**config.mk**
```make
export PLATFORM = sky130hd
export DESIGN_NAME = uart_rx_os16_flat
export DESIGN_NICKNAME = d
export VERILOG_FILES = /design/src/rtl/uart_rx_os16_if.sv /design/src/rtl/uart_rx_os16.sv /design/src/flat_wrapper.sv
export SDC_FILE = /design/constraint.sdc
export NUM_CORES = 1
export LEC_CHECK = 0
export ABC_AREA = 1
export ABC_CLOCK_PERIOD_IN_PS = 1910
export CORE_UTILIZATION = 55
export DETAILED_ROUTE_END_ITERATION = 8
export DONT_BUFFER_PORTS = 1
export PLACE_DENSITY = 0.82
export SLEW_MARGIN = 20
export SYNTH_ARGS = -nofsm -noshare
export SYNTH_HDL_FRONTEND = slang
export SYNTH_SLANG_ARGS = --single-unit
```
**constraint.sdc**
```tcl
create_clock -name clk -period 1.91 [get_ports clk]
set_clock_uncertainty 0.1 [all_clocks]
set_input_delay 0.4775 -clock clk [delete_from_list [all_inputs] [get_ports clk]]
set_output_delay 0.4775 -clock clk [all_outputs]
set_load 0.1 [all_outputs]
```
**src/rtl/uart_rx_os16_if.sv**
```systemverilog
// rtl/uart_rx_os16_if.sv - serial line and received-byte bundle for uart_rx_os16
interface uart_rx_os16_if;
    logic       rx;
    logic [7:0] RxData;
    logic       valid_rx;
    logic       frame_err;
    logic       busy_rx;

    modport master (
        input  rx,
        output RxData,
        output valid_rx,
        output frame_err,
        output busy_rx
    );

    modport slave (
        output rx,
        input  RxData,
        input  valid_rx,
        input  frame_err,
        input  busy_rx
    );
endinterface

```
**src/rtl/uart_rx_os16.sv**
```systemverilog
// rtl/uart_rx_os16.sv - 16x oversampling 8N1 UART receiver with mid-bit sampling
module uart_rx_os16 #(
    parameter int CLK_FREQ = 50_000_000,
    parameter int BAUD     = 115_200
) (
    input  logic            clk,
    input  logic            reset,
    uart_rx_os16_if.master  bus
);
    localparam int DIV = CLK_FREQ / (BAUD * 16);
    localparam int DW  = (DIV > 2) ? $clog2(DIV) : 1;

    if (DIV < 2) begin : g_div_check
        $error("uart_rx_os16: DIV must be at least 2");
    end

    typedef enum logic [2:0] {
        S_IDLE,
        S_START,
        S_DATA,
        S_STOP,
        S_WAIT_HIGH
    } state_t;

    state_t          state;
    state_t          next_state;
    logic [1:0]      rx_sync;
    logic            rx_s;
    logic [DW-1:0]   div_cnt;
    logic            tick;
    logic [3:0]      sample_cnt;
    logic [2:0]      bit_idx;
    logic [7:0]      shift_reg;
    logic [7:0]      rx_data_q;
    logic            valid_q;
    logic            frame_err_q;
    logic            shift_en;
    logic            load_en;
    logic            err_en;
    logic            busy;

    assign rx_s = rx_sync[1];
    assign tick = (div_cnt == DW'(DIV - 1));

    always_ff @(posedge clk or posedge reset) begin
        if (reset) begin
            rx_sync <= 2'b11;
        end else begin
            rx_sync <= {rx_sync[0], bus.rx};
        end
    end

    // Held at zero while waiting for a start edge so START always begins phase-aligned.
    always_ff @(posedge clk or posedge reset) begin
        if (reset) begin
            div_cnt <= '0;
        end else if (state == S_IDLE || state == S_WAIT_HIGH || tick) begin
            div_cnt <= '0;
        end else begin
            div_cnt <= div_cnt + 1'b1;
        end
    end

    always_ff @(posedge clk or posedge reset) begin
        if (reset) begin
            sample_cnt <= '0;
        end else if (next_state != state) begin
            sample_cnt <= '0;
        end else if (tick) begin
            sample_cnt <= sample_cnt + 1'b1;
        end
    end

    always_ff @(posedge clk or posedge reset) begin
        if (reset) begin
            state <= S_IDLE;
        end else begin
            state <= next_state;
        end
    end

    always_comb begin
        next_state = state;
        case (state)
            S_IDLE: begin
                if (!rx_s) next_state = S_START;
            end
            S_START: begin
                if (tick && sample_cnt == 4'd7) next_state = rx_s ? S_IDLE : S_DATA;
            end
            S_DATA: begin
                if (tick && sample_cnt == 4'd15 && bit_idx == 3'd7) next_state = S_STOP;
            end
            S_STOP: begin
                if (tick && sample_cnt == 4'd15) next_state = rx_s ? S_IDLE : S_WAIT_HIGH;
            end
            S_WAIT_HIGH: begin
                if (rx_s) next_state = S_IDLE;
            end
            default: next_state = S_IDLE;
        endcase
    end

    always_comb begin
        shift_en = 1'b0;
        load_en  = 1'b0;
        err_en   = 1'b0;
        busy     = (state != S_IDLE);
        if (state == S_DATA && tick && sample_cnt == 4'd15) begin
            shift_en = 1'b1;
        end
        if (state == S_STOP && tick && sample_cnt == 4'd15) begin
            load_en = rx_s;
            err_en  = !rx_s;
        end
    end

    always_ff @(posedge clk or posedge reset) begin
        if (reset) begin
            shift_reg   <= '0;
            bit_idx     <= '0;
            rx_data_q   <= '0;
            valid_q     <= 1'b0;
            frame_err_q <= 1'b0;
        end else begin
            valid_q     <= load_en;
            frame_err_q <= err_en;
            if (state == S_IDLE) begin
                bit_idx <= '0;
            end else if (shift_en) begin
                shift_reg <= {rx_s, shift_reg[7:1]};
                bit_idx   <= bit_idx + 1'b1;
            end
            if (load_en) begin
                rx_data_q <= shift_reg;
            end
        end
    end

    assign bus.RxData    = rx_data_q;
    assign bus.valid_rx  = valid_q;
    assign bus.frame_err = frame_err_q;
    assign bus.busy_rx   = busy;
endmodule

```
**src/flat_wrapper.sv**
```systemverilog
// flat-port wrapper written by rule: the top's interface ports become plain ports
module uart_rx_os16_flat 
#(
    parameter int CLK_FREQ = 50_000_000,
    parameter int BAUD     = 115_200
)
  (clk, reset, bus_rx, bus_RxData, bus_valid_rx, bus_frame_err, bus_busy_rx);
  uart_rx_os16_if bus_i ();
  input  logic clk;
  input  logic reset;
  input wire logic [$bits(bus_i.rx)-1:0] bus_rx;
  output wire logic [$bits(bus_i.RxData)-1:0] bus_RxData;
  output wire logic [$bits(bus_i.valid_rx)-1:0] bus_valid_rx;
  output wire logic [$bits(bus_i.frame_err)-1:0] bus_frame_err;
  output wire logic [$bits(bus_i.busy_rx)-1:0] bus_busy_rx;
  assign bus_i.rx = bus_rx;
  assign bus_RxData = bus_i.RxData;
  assign bus_valid_rx = bus_i.valid_rx;
  assign bus_frame_err = bus_i.frame_err;
  assign bus_busy_rx = bus_i.busy_rx;
  uart_rx_os16 #(.CLK_FREQ(CLK_FREQ), .BAUD(BAUD)) u_core (.clk(clk), .reset(reset), .bus(bus_i));
endmodule
```
## After elaboration in Yosys (flattened, before gate mapping)

Cells that the tools add are included.

| operators by class | value |
|---|---|
| $add $sub $neg | 3 |
| equality and inequality tests | 9 |
| muxes and demuxes | 16 |
| bitwise operators | 1 |
| reduce and logical (&&, ||, !) cells | 15 |

Operators by type and width:

| operator | number |
|---|---|
| 3-bit 2-to-1 mux | 8 |
| 3-bit one-hot mux with 5 select lines | 1 |
| 4-bit 2-to-1 mux | 2 |
| 1-bit logical AND | 7 |
| 3-bit by 2-bit == test with 1-bit output (second input constant) | 2 |
| 3-bit == test (second input constant) | 2 |
| 5-bit by 1-bit adder with 5-bit output (second input constant) | 1 |
| 5-bit == test (second input constant) | 1 |
| 5-bit 2-to-1 mux | 1 |
| 4-bit by 1-bit adder with 4-bit output (second input constant) | 1 |
| 4-bit by 3-bit == test with 1-bit output (second input constant) | 1 |
| 4-bit == test (second input constant) | 1 |
| 2-bit nonzero test | 2 |
| 3-bit by 1-bit adder with 3-bit output (second input constant) | 1 |
| 3-bit by 1-bit == test with 1-bit output (second input constant) | 1 |
| 3-bit logical NOT | 1 |
| 1-bit 2-to-1 mux | 3 |
| 3-bit != test | 1 |
| 3-bit nonzero test | 1 |
| 1-bit logical OR | 2 |
| 2-bit 2-to-1 mux | 1 |
| 2-bit AND reduction | 1 |
| 1-bit logical NOT | 1 |
| 1-bit NOT | 1 |

| storage, ports and cells | value |
|---|---|
| flip-flop bits (word level) | 35 |
| input port bits | 3 |
| word-level logic and storage cells | 53 |

## Longest topological paths before layout

Gate-level depths: netlist of the first run.

| depth | value |
|---|---|
| word-level depth | 7 |
| depth in mapped cells | 11 |
| mapped depth without buffers | 11 |

## Worst setup path after synthesis of the first run

No wires, ideal clock.

| timing path | value |
|---|---|
| kind | register to output |
| start point | register u_core.state[0] |
| end point | output port bus_busy_rx |
| arrival | 1.314 ns |
| required time | 1.332 ns |
| path slack | 0.019 ns |
| cell stages (with the launch flop) | 4 |
| buffers on the path | 0 |
| cell sequence | dfrtp_1 > or2_4 > nor2_1 > inv_1 |

| on the way | value |
|---|---|
| longest elaborated chain between the ends | 1 |

RTL lines:

| element | line | text |
|---|---|---|
| from (decl) | uart_rx_os16.sv:25 | `state_t state;` |
| from (signal assigned) | uart_rx_os16.sv:78 | `state <= next_state;` |
| 3-bit nonzero test | uart_rx_os16.sv:108 | `busy = (state != S_IDLE);` |
| to (decl) | flat_wrapper.sv:15 | `output wire logic [$bits(bus_i.busy_rx)-1:0] bus_busy_rx;` |

Every way passes these cells.

## Worst setup path after layout of the first run

| timing path | value |
|---|---|
| start point | register u_core.state[1] |
| end point | output port bus_busy_rx |

Same word-level chain as after synthesis.

==> results.md, run 1 <==
- Reg-to-Reg End: u_core.bit_idx[0]
- Switching Share: 19.3%
- CP Capture Type: output port
- Reg2reg start: u_core.div_cnt[0]
- Synth unique cells: 26
- Top post-synthesis cells by count: 34 x nand2_1, 33 x dfrtp_1, 21 x inv_1
- Final setup violating endpoints: 1
- Lkg Pwr: ~0.0010 µW
- Final worst slack: -0.00759 ns
- Util after Layout: 70.3%
- Register-to-Register Setup Slack: roughly 0.18 ns
- DRC violation total after the first TritonRoute iteration: 33
- # H-tree levels: 2
- Die height: around 58 µm
- Final instance area: 2010 µm²
- Status: complete, but fails checks
- TritonCTS clock tree: built
- Comb pwr share: roughly 1.4%
- Synth warnings: 0
- Final #Nets: approximately 200
- Top post-synthesis cells by area: dfrtp_1 48%, o21ai_2 9.3%, nand2_1 7.5%
- Site Rows: 19
- Most frequent cell after synthesis: nand2_1
- First-pass GRT wire length: between 5000 and 6000 µm
- Setup CP Type: reg -> out
- Worst Path Max Fanout: 2
- Async S/R FF share, synth: 100%
- # fillers: between 150 and 200
- Data required, critical path: 1.33 ns
- Via count: 1,220
- Finished Layout Cells: 227
- Register area share after synthesis: 51.5%
- Die Area: 3330 µm²
- Total global-route track usage: about a fifth
- Post-synth top area share: between 40% and 50%
- # DRC: 0
- RSZ-0062 raised after global routing: yes
- Hold_ws: -0.00628 ns
- CTS buffer count: 5
- Vias in the first global route: 1,170
- Fin Setup TNS: -0.00759 ns
- Clk_lat worst skew: 0.35 ns
- CP Cell Sequence: or2_4, nor2_4, inv_2, buf_12
- Pwr Total: 1430 µW
- Drt first pass iters: 7
- Clock tree buffer depth: 2
- Post-Syn Nets: 179
- Placer Congestion: around 0.87
- Sequential share of power: about 52%
- Ports: 14
- Hold Crit Class: in -> async
- Failing checks: hold timing, setup timing
- Area grow syn2layout: 17.7%
- Worst-path clk slew: 0.11 ns
- Placed Cells: 213
- Gr ovfl total: 0
- Port Buffers: 0
- Cell area after synthesis: 1700 µm²
- ANT cells: 0
- Critical Path AT: 1.34 ns
- Post-DRT Antenna Nets: 0
- Cells after Synth: 171
- Max-cap violations: 0
- Post-DP Area: between 1500 and 2000 µm²
- Core area: about 2900 µm²
- Sink Count: 35
- Initial Utilization: approximately 60%
- Synth area leader: dfrtp_1
- Number of synthesized register bits: 35
- Via density: roughly 5.4
- Slew margin rel.: 70.7%
- Final period util: 100%
- Clk network pwr share: 46.4%
- Die width: 57.7 µm
- R2R depth: 9
- Critical path's largest stage delay: approximately 0.4 ns
- Routed WL per cell: around 14 µm
- Mean Syn Cell Area: 9.97 µm²
- Fmax achieved: ~520 MHz
- Share of cells above drive strength 1: 35.7%
- Initial antenna violation count: 0
- Clk root buf: clkbuf_4
- Critical-path top delay cell: dfrtp_1
- Max IR drop VDD: 968 µV
- Fin. Hold Viols: 3
- Power per cell area: 714 nW/µm²
- Routed Wire Length: between 3000 and 4000 µm
- Worst-Margin Slew: between 0.4 and 0.5 ns
- Crit path time final: roughly 1.9 ns
- Crit path launch type: register
- Primary FF master, synth: dfrtp_1
- EDFF count, synth: 0
- Max-slew violations: 0
- P_int: 1160 µW
- Post-DP HPWL: 2060 µm
- Switching pwr: about 280 µW
- Largest net degree at the start of global routing: 36
-- cell type report --
type	instances	area [µm²]	area share (%)
Multi-Input combinational cell	110	743	37.1
Tap cell	31	38.8	1.93
Sequential cell	35	878	43.8
Inverter	25	93.8	4.68
Clock inverter	2	60.1	2.99
Clock buffer	6	41.3	2.06
Timing Repair Buffer	18	150	7.49
-- through the flow --
step	hold WS, ns	worst slack (ns)
floorplan	0.245	0.0188
global placement	0.249	0.199
detailed placement	0.250	0.151
CTS	0.00378	-0.0452
global route	0.0145	-0.0540
finish	-0.00628	-0.00759
-- cells in the final DEF (no fill, tap or decap), drive strengths merged, types with 3 or more instances in the layout --
master and n:
buf 17, clkbuf 6, dfrtp 33, ha 5, inv 25, nand2 42
nand3 12, nor2 17, o21ai 18, or2 3, xor2 5
-- worst max-delay path by stage --
stage,endpoint,cells after the start,slack (ns),start
2_1_floorplan,bus_busy_rx,3,0.02,u_core.state[0]
3_5_place_dp,bus_busy_rx,4,0.15,u_core.state[1]
6_report,bus_busy_rx,4,-0.008,u_core.state[1]
5_1_grt,bus_busy_rx,4,-0.05,u_core.state[1]
4_1_cts,bus_busy_rx,4,-0.05,u_core.state[0]
3_3_place_gp,bus_busy_rx,4,0.20,u_core.state[1]
-- kinds of logic after synthesis --
group | Yosys count | synth area share, %
flip-flops | 35 | 51.5
XOR/XNOR | 6 | 3.08
AO/OA/AOI/OAI | 22 | 10.9
adder cells (fa/ha/maj) | 5 | 3.67
buffers and inverters | 27 | 6.83
AND/OR/NAND/NOR | 76 | 23.9
-- power by group through the flow --
| stage | Clock [µW] | Sequential [µW] | Combinational (µW) |
|---|---|---|---|
| global route | 702 | 749 | 22.9 |
| finish | 665 | 748 | 19.5 |
| detailed placement | 0 | 761 | 18.6 |
| CTS | 677 | 747 | 20.3 |
| floorplan | 0 | 761 | 12.6 |
| global placement | 0 | 761 | 17.8 |
-- what timing repair did --
action / in CTS / in global routing
setup endpoints to repair: 1 / 4
gates resized for setup: 3 / 2
endpoints found under the hold margin: 1 / 0
cloned: 0 / 1
hold buffers: 1 / 0
pin swaps: 2 / 3
buffers inserted: 4 / 0
-- worst max-delay path: cells and delay by family, from the launching register on --
| family | cells | cell delay, ns |
|---|---|---|
| flops | 1 | 0.40 |
| simple gates | 2 | 0.37 |
| buf+inv | 2 | 0.23 |
-- metal layers --
layer | share of wire [%] | vias to the layer above | global-route usage (%)
li1 | - | 591 | -
met1 | 44 | 595 | 25.8
met2 | 49 | 26 | 33.2
met3 | 4.4 | 8 | 6.92
met4 | 2.1 | 0 | 10.9
met5 | 0 | - | 0
(Power assumes the default switching activity.)
==> inputs of run 2 (changes only) <==
Settings changed: SKIP_LAST_GASP from default to 1.
==> run 2 against run 1 <==
The run still ends with hold timing, setup timing left. Fmax stayed put. First-iteration DRC count stayed put. Critical path type unchanged. Via count stayed put. Power stayed put. Highest routed layer unchanged. Register-to-register slack hardly changed.
==> results.md, run 2 (same netlist as run 1, synthesis figures left out) <==
- Crit path time final: about 1.9 ns
- Pwr Total: roughly 1400 µW
- ANT cells: 0
- Reg-to-Reg End: u_core.bit_idx[0]
- DRC violation total after the first TritonRoute iteration: 33
- Post-Place Worst Slack: 0.151 ns
- Area occupied by registers: 878 µm²
- Failing checks: hold timing, setup timing
- Core area: 2850 µm²
- Initial antenna violation count: 0
- Die Area: ~3300 µm²
- Die width: around 58 µm
- Via count: 1,220
- Final setup violating endpoints: 1
- Total global-route track usage: 21.0%
- Final period util: 100%
- CTS buffer count: 5
- Worst Path Max Fanout: 2
- Most common cell after layout, fill and taps aside: nand2_1
- Setup CP Type: reg -> out
- Largest net degree at the start of global routing: 36
- Util after Layout: 70.3%
- Reg2reg start: u_core.div_cnt[0]
- Initial Utilization: 59.7%
- Drt first pass iters: 7
- Worst-path clk slew: 0.11 ns
- Hold_ws: -0.00628 ns
- Slew margin rel.: between 70 and 80%
- Status: complete, but fails checks
- Via density: 5.37
- Sink Count: 35
- Worst-Margin Slew: 0.440 ns
- Die height: between 50 and 60 µm
- Lkg Pwr: 0.00102 µW
- Hold Crit Class: in -> async
- CP top delay family: flip-flops
- Critical-path top delay cell: dfrtp_1
- Max-slew violations: 0
- Critical Path AT: roughly 1.3 ns
- Area grow syn2layout: 17.7%
- First-pass GRT wire length: 5100 µm
- Post-DP HPWL: 2060 µm
- Clock tree buffer depth: 2
- Clk_lat worst skew: 0.35 ns
- Ports: 14
- Post-DRT Antenna Nets: 0
- # DRC: 0
- Final worst slack: -0.00759 ns
- Share of cells above drive strength 1: around 36%
- Gr ovfl total: 0
- Port Buffers: 0
- CP Capture Type: output port
- Clk root buf: clkbuf_4
- Data required, critical path: 1.33 ns
- Placer Congestion: 0.871
- Final #Nets: 203
- Register-to-Register Setup Slack: 0.18 ns
- Routed WL per cell: about 14 µm
- Vias in the first global route: 1,170
- Fin Setup TNS: -0.00759 ns
- # fillers: 188
- Most frequent cells in the layout: 34 x nand2_1, 33 x dfrtp_1, 20 x inv_1
- # H-tree levels: 2
- Crit path launch type: register
- Fmax achieved: 521 MHz
- Routed Wire Length: 3120 µm
- CP Cell Sequence: or2_4, nor2_4, inv_2, buf_12
- Critical path's largest stage delay: 0.40 ns
- Max IR drop VDD: 968 µV
- Multi-input logic area: 743 µm²
- Fin. Hold Viols: 3
- Post-DP Area: 1830 µm²
- Site Rows: 19
- Max-cap violations: 0
- Final instance area: 2010 µm²
- R2R depth: 9
- Power per cell area: 714 nW/µm²
- RSZ-0062 raised after global routing: yes
- CP bufs+invs: 2
- TritonCTS clock tree: built
-- run 2: what timing repair did --
action,CTS,global route
hold buffers,1,0
resized for setup,3,2
pin swaps,2,3
setup buffers,4,0
setup endpoints to repair,1,4
gates cloned,0,1
hold endpoints to repair,1,0
-- run 2: power by group --
group / switching, µW / total (µW) / internal, µW
Combinational: 15.9 / 19.5 / 3.62
Clock: 257 / 665 / 408
Sequential: 3.58 / 748 / 745
-- run 2: worst max path at each step --
| stage | to | cells past startpoint | from | slack, ns |
|---|---|---|---|---|
| 6_report | bus_busy_rx | 4 | u_core.state[1] | -0.008 |
| 5_1_grt | bus_busy_rx | 4 | u_core.state[1] | -0.05 |
| 4_1_cts | bus_busy_rx | 4 | u_core.state[0] | -0.05 |
| 3_5_place_dp | bus_busy_rx | 4 | u_core.state[1] | 0.15 |
| 3_3_place_gp | bus_busy_rx | 4 | u_core.state[1] | 0.20 |
| 2_1_floorplan | bus_busy_rx | 3 | u_core.state[0] | 0.02 |
-- run 2: area by class of cell --
type	count	area share, %
clock inverter	2	2.99
timing repair buffer	18	7.49
sequential	35	43.8
clock buffer	6	2.06
multi-input combinational	110	37.1
tap	31	1.93
inverter	25	4.68
-- run 2: stage by stage --
stage / hold slack [ns] / std cells
4_1_cts: 0.00378 / 226
6_report: -0.00628 / 227
3_3_place_gp: 0.249 / 213
2_1_floorplan: 0.245 / 171
5_1_grt: 0.0145 / 227
3_5_place_dp: 0.250 / 213
-- run 2: layer usage --
metal / vias up / global-route usage [%] / share of wire, %
li1: 591 / - / -
met1: 595 / 25.8 / 44
met2: 26 / 33.2 / 49
met3: 8 / 6.92 / 4.4
met4: 0 / 10.9 / 2.1
met5: - / 0 / 0
==> inputs of run 3 (changes only) <==
Settings changed: CORE_MARGIN from default to 8, GPL_TIMING_DRIVEN from default to 0.
==> run 3 against run 2 <==
The flow finishes with violations (setup timing). Global-route usage down 7.6 points. Power down 15%. Die area up 54%. Routed wire length down 6.9%. Critical path depth down 1. Clock-buffer cell count up 2. Combinational power down 12%.
==> results.md, run 3 (same netlist as run 1, synthesis figures left out) <==
- R2R depth: 5
- Crit path launch type: register
- # DRC: 0
- Max-cap violations: 0
- Port Buffers: 0
- CTS buffer count: 5
- DRC violation total after the first TritonRoute iteration: 58
- Final #Nets: 189
- RSZ-0062 raised after global routing: yes
- Max IR drop VDD: ~530 µV
- Gr ovfl total: 0
- Initial antenna violation count: 0
- Worst Path Max Fanout: 4
- Site Rows: 20
- Max-slew violations: 0
- Via count: approximately 1,100
- # fillers: 238
- Clk_lat worst skew: approximately 0.34 ns
- Worst-path clk slew: ~0.11 ns
- Die Area: 5140 µm²
- Die height: 71.7 µm
- Via density: 5.22
- Failing checks: setup timing
- Ports: 14
- Critical Path AT: 1.61 ns
- Post-DRT Antenna Nets: 0
- Lkg Pwr: 0.000943 µW
- Share of cells above drive strength 1: 33.0%
- Drt first pass iters: 4
- Hold_ws: 0.0134 ns
- Setup crit end: bus_busy_rx
- Initial Utilization: between 50% and 60%
- Reg2reg start: u_core.state[0]
- Vias in the first global route: ~1,200
- Fmax achieved: 457 MHz
- Worst Setup SP: u_core.state[0]
- Slew margin rel.: 39.4%
- Most frequent cells in the layout: 34 x nand2_1, 30 x dfrtp_1, 19 x inv_1
- Crit path time final: 2.19 ns
- Area grow syn2layout: 8.81%
- Reg-to-Reg End: u_core.bit_idx[1]
- Routed Wire Length: about 2900 µm
- Hold Crit Class: in -> async
- Routed WL per cell: 13.5 µm
- First-pass GRT wire length: ~5400 µm
- Core area: about 3000 µm²
- Worst-Margin Slew: 0.909 ns
- Data required, critical path: 1.33 ns
- Sink Count: 35
- Most common cell after layout, fill and taps aside: nand2_1
- TritonCTS clock tree: built
- Final period util: 114%
- Total global-route track usage: around an eighth
- # H-tree levels: 2
- Setup CP Type: reg -> out
- Die width: 71.7 µm
- Largest net degree at the start of global routing: 36
- Placer Congestion: 0.823
- Clk root buf: clkbuf_4
- Register-to-Register Setup Slack: 0.11 ns
- CP Capture Type: output port
- Fin. Hold Viols: 0
- Final worst slack: -0.277 ns
- Clock tree buffer depth: 2
- ANT cells: 0
- Status: complete, but fails checks
- Final setup violating endpoints: 1
- Post-DP HPWL: 2120 µm
- Finished Layout Cells: 215
- Placed Cells: 204
- Power per cell area: 656 nW/µm²
-- run 3: layout make-up --
type / count / area (µm²) / share of cell area, %
well taps: 33 / 41.3 / 2.23
inverters: 25 / 97.6 / 5.26
repair buffers: 3 / 25.0 / 1.35
flip-flops and latches: 35 / 882 / 47.6
clock buffers: 8 / 68.8 / 3.71
plain buffers: 2 / 22.5 / 1.21
multi-input cells: 109 / 717 / 38.7
-- run 3: power by group --
group	leakage [µW]	total [µW]	internal, µW	switching, µW
Combinational	0.000451	17.2	2.07	15.2
Sequential	0.000454	747	744	2.30
Clock	0.0000386	452	217	235
-- run 3: critical path: stages, from the launching register on --
cell	delay, ns
dfrtp_2	0.43
or2_4	0.26
nor2_4	0.13
clkinvlp_4	0.46
-- run 3: how the worst min path moves through the flow --
stage / to / slack [ns] / depth (start not counted)
finish: u_core.div_cnt[2] / 0.01 / 1
global route: u_core.div_cnt[4] / 0.06 / 1
CTS: u_core.rx_sync[0] / 0.01 / 0
detailed placement: u_core.rx_sync[1] / 0.25 / 0
global placement: u_core.rx_sync[1] / 0.25 / 0
floorplan: u_core.rx_sync[1] / 0.25 / 0
-- run 3: metal layers --
metal	share of wire (%)	GRT usage, %	vias up
li1	-	-	554
met1	44	15.1	534
met2	47	21.7	27
met3	6.0	4.88	7
met4	2.0	6.58	0
met5	0	0	-
-- run 3: repair_timing --
| item | 4_1_cts | 5_1_grt |
|---|---|---|
| setup buffers | 2 | 0 |
| hold endpoints to repair | 0 | 1 |
| hold buffers | 0 | 1 |
| resized for setup | 4 | 2 |
| setup endpoints to repair | 3 | 3 |
-- run 3: metrics by stage --
step                      power [µW]  TNS (ns)  setup WS [ns]  util (%)  area [µm²]
final                           1220    -0.277         -0.277      61.8        1850
after global routing            1260    -0.366         -0.366      61.8        1850
after CTS                       1230    -0.303         -0.303      61.3        1840
after detailed placement         778   -0.0916        -0.0916      58.1        1750
after global placement           777   -0.0585        -0.0585      58.1        1750
after floorplan                  773         0         0.0188         -        1700
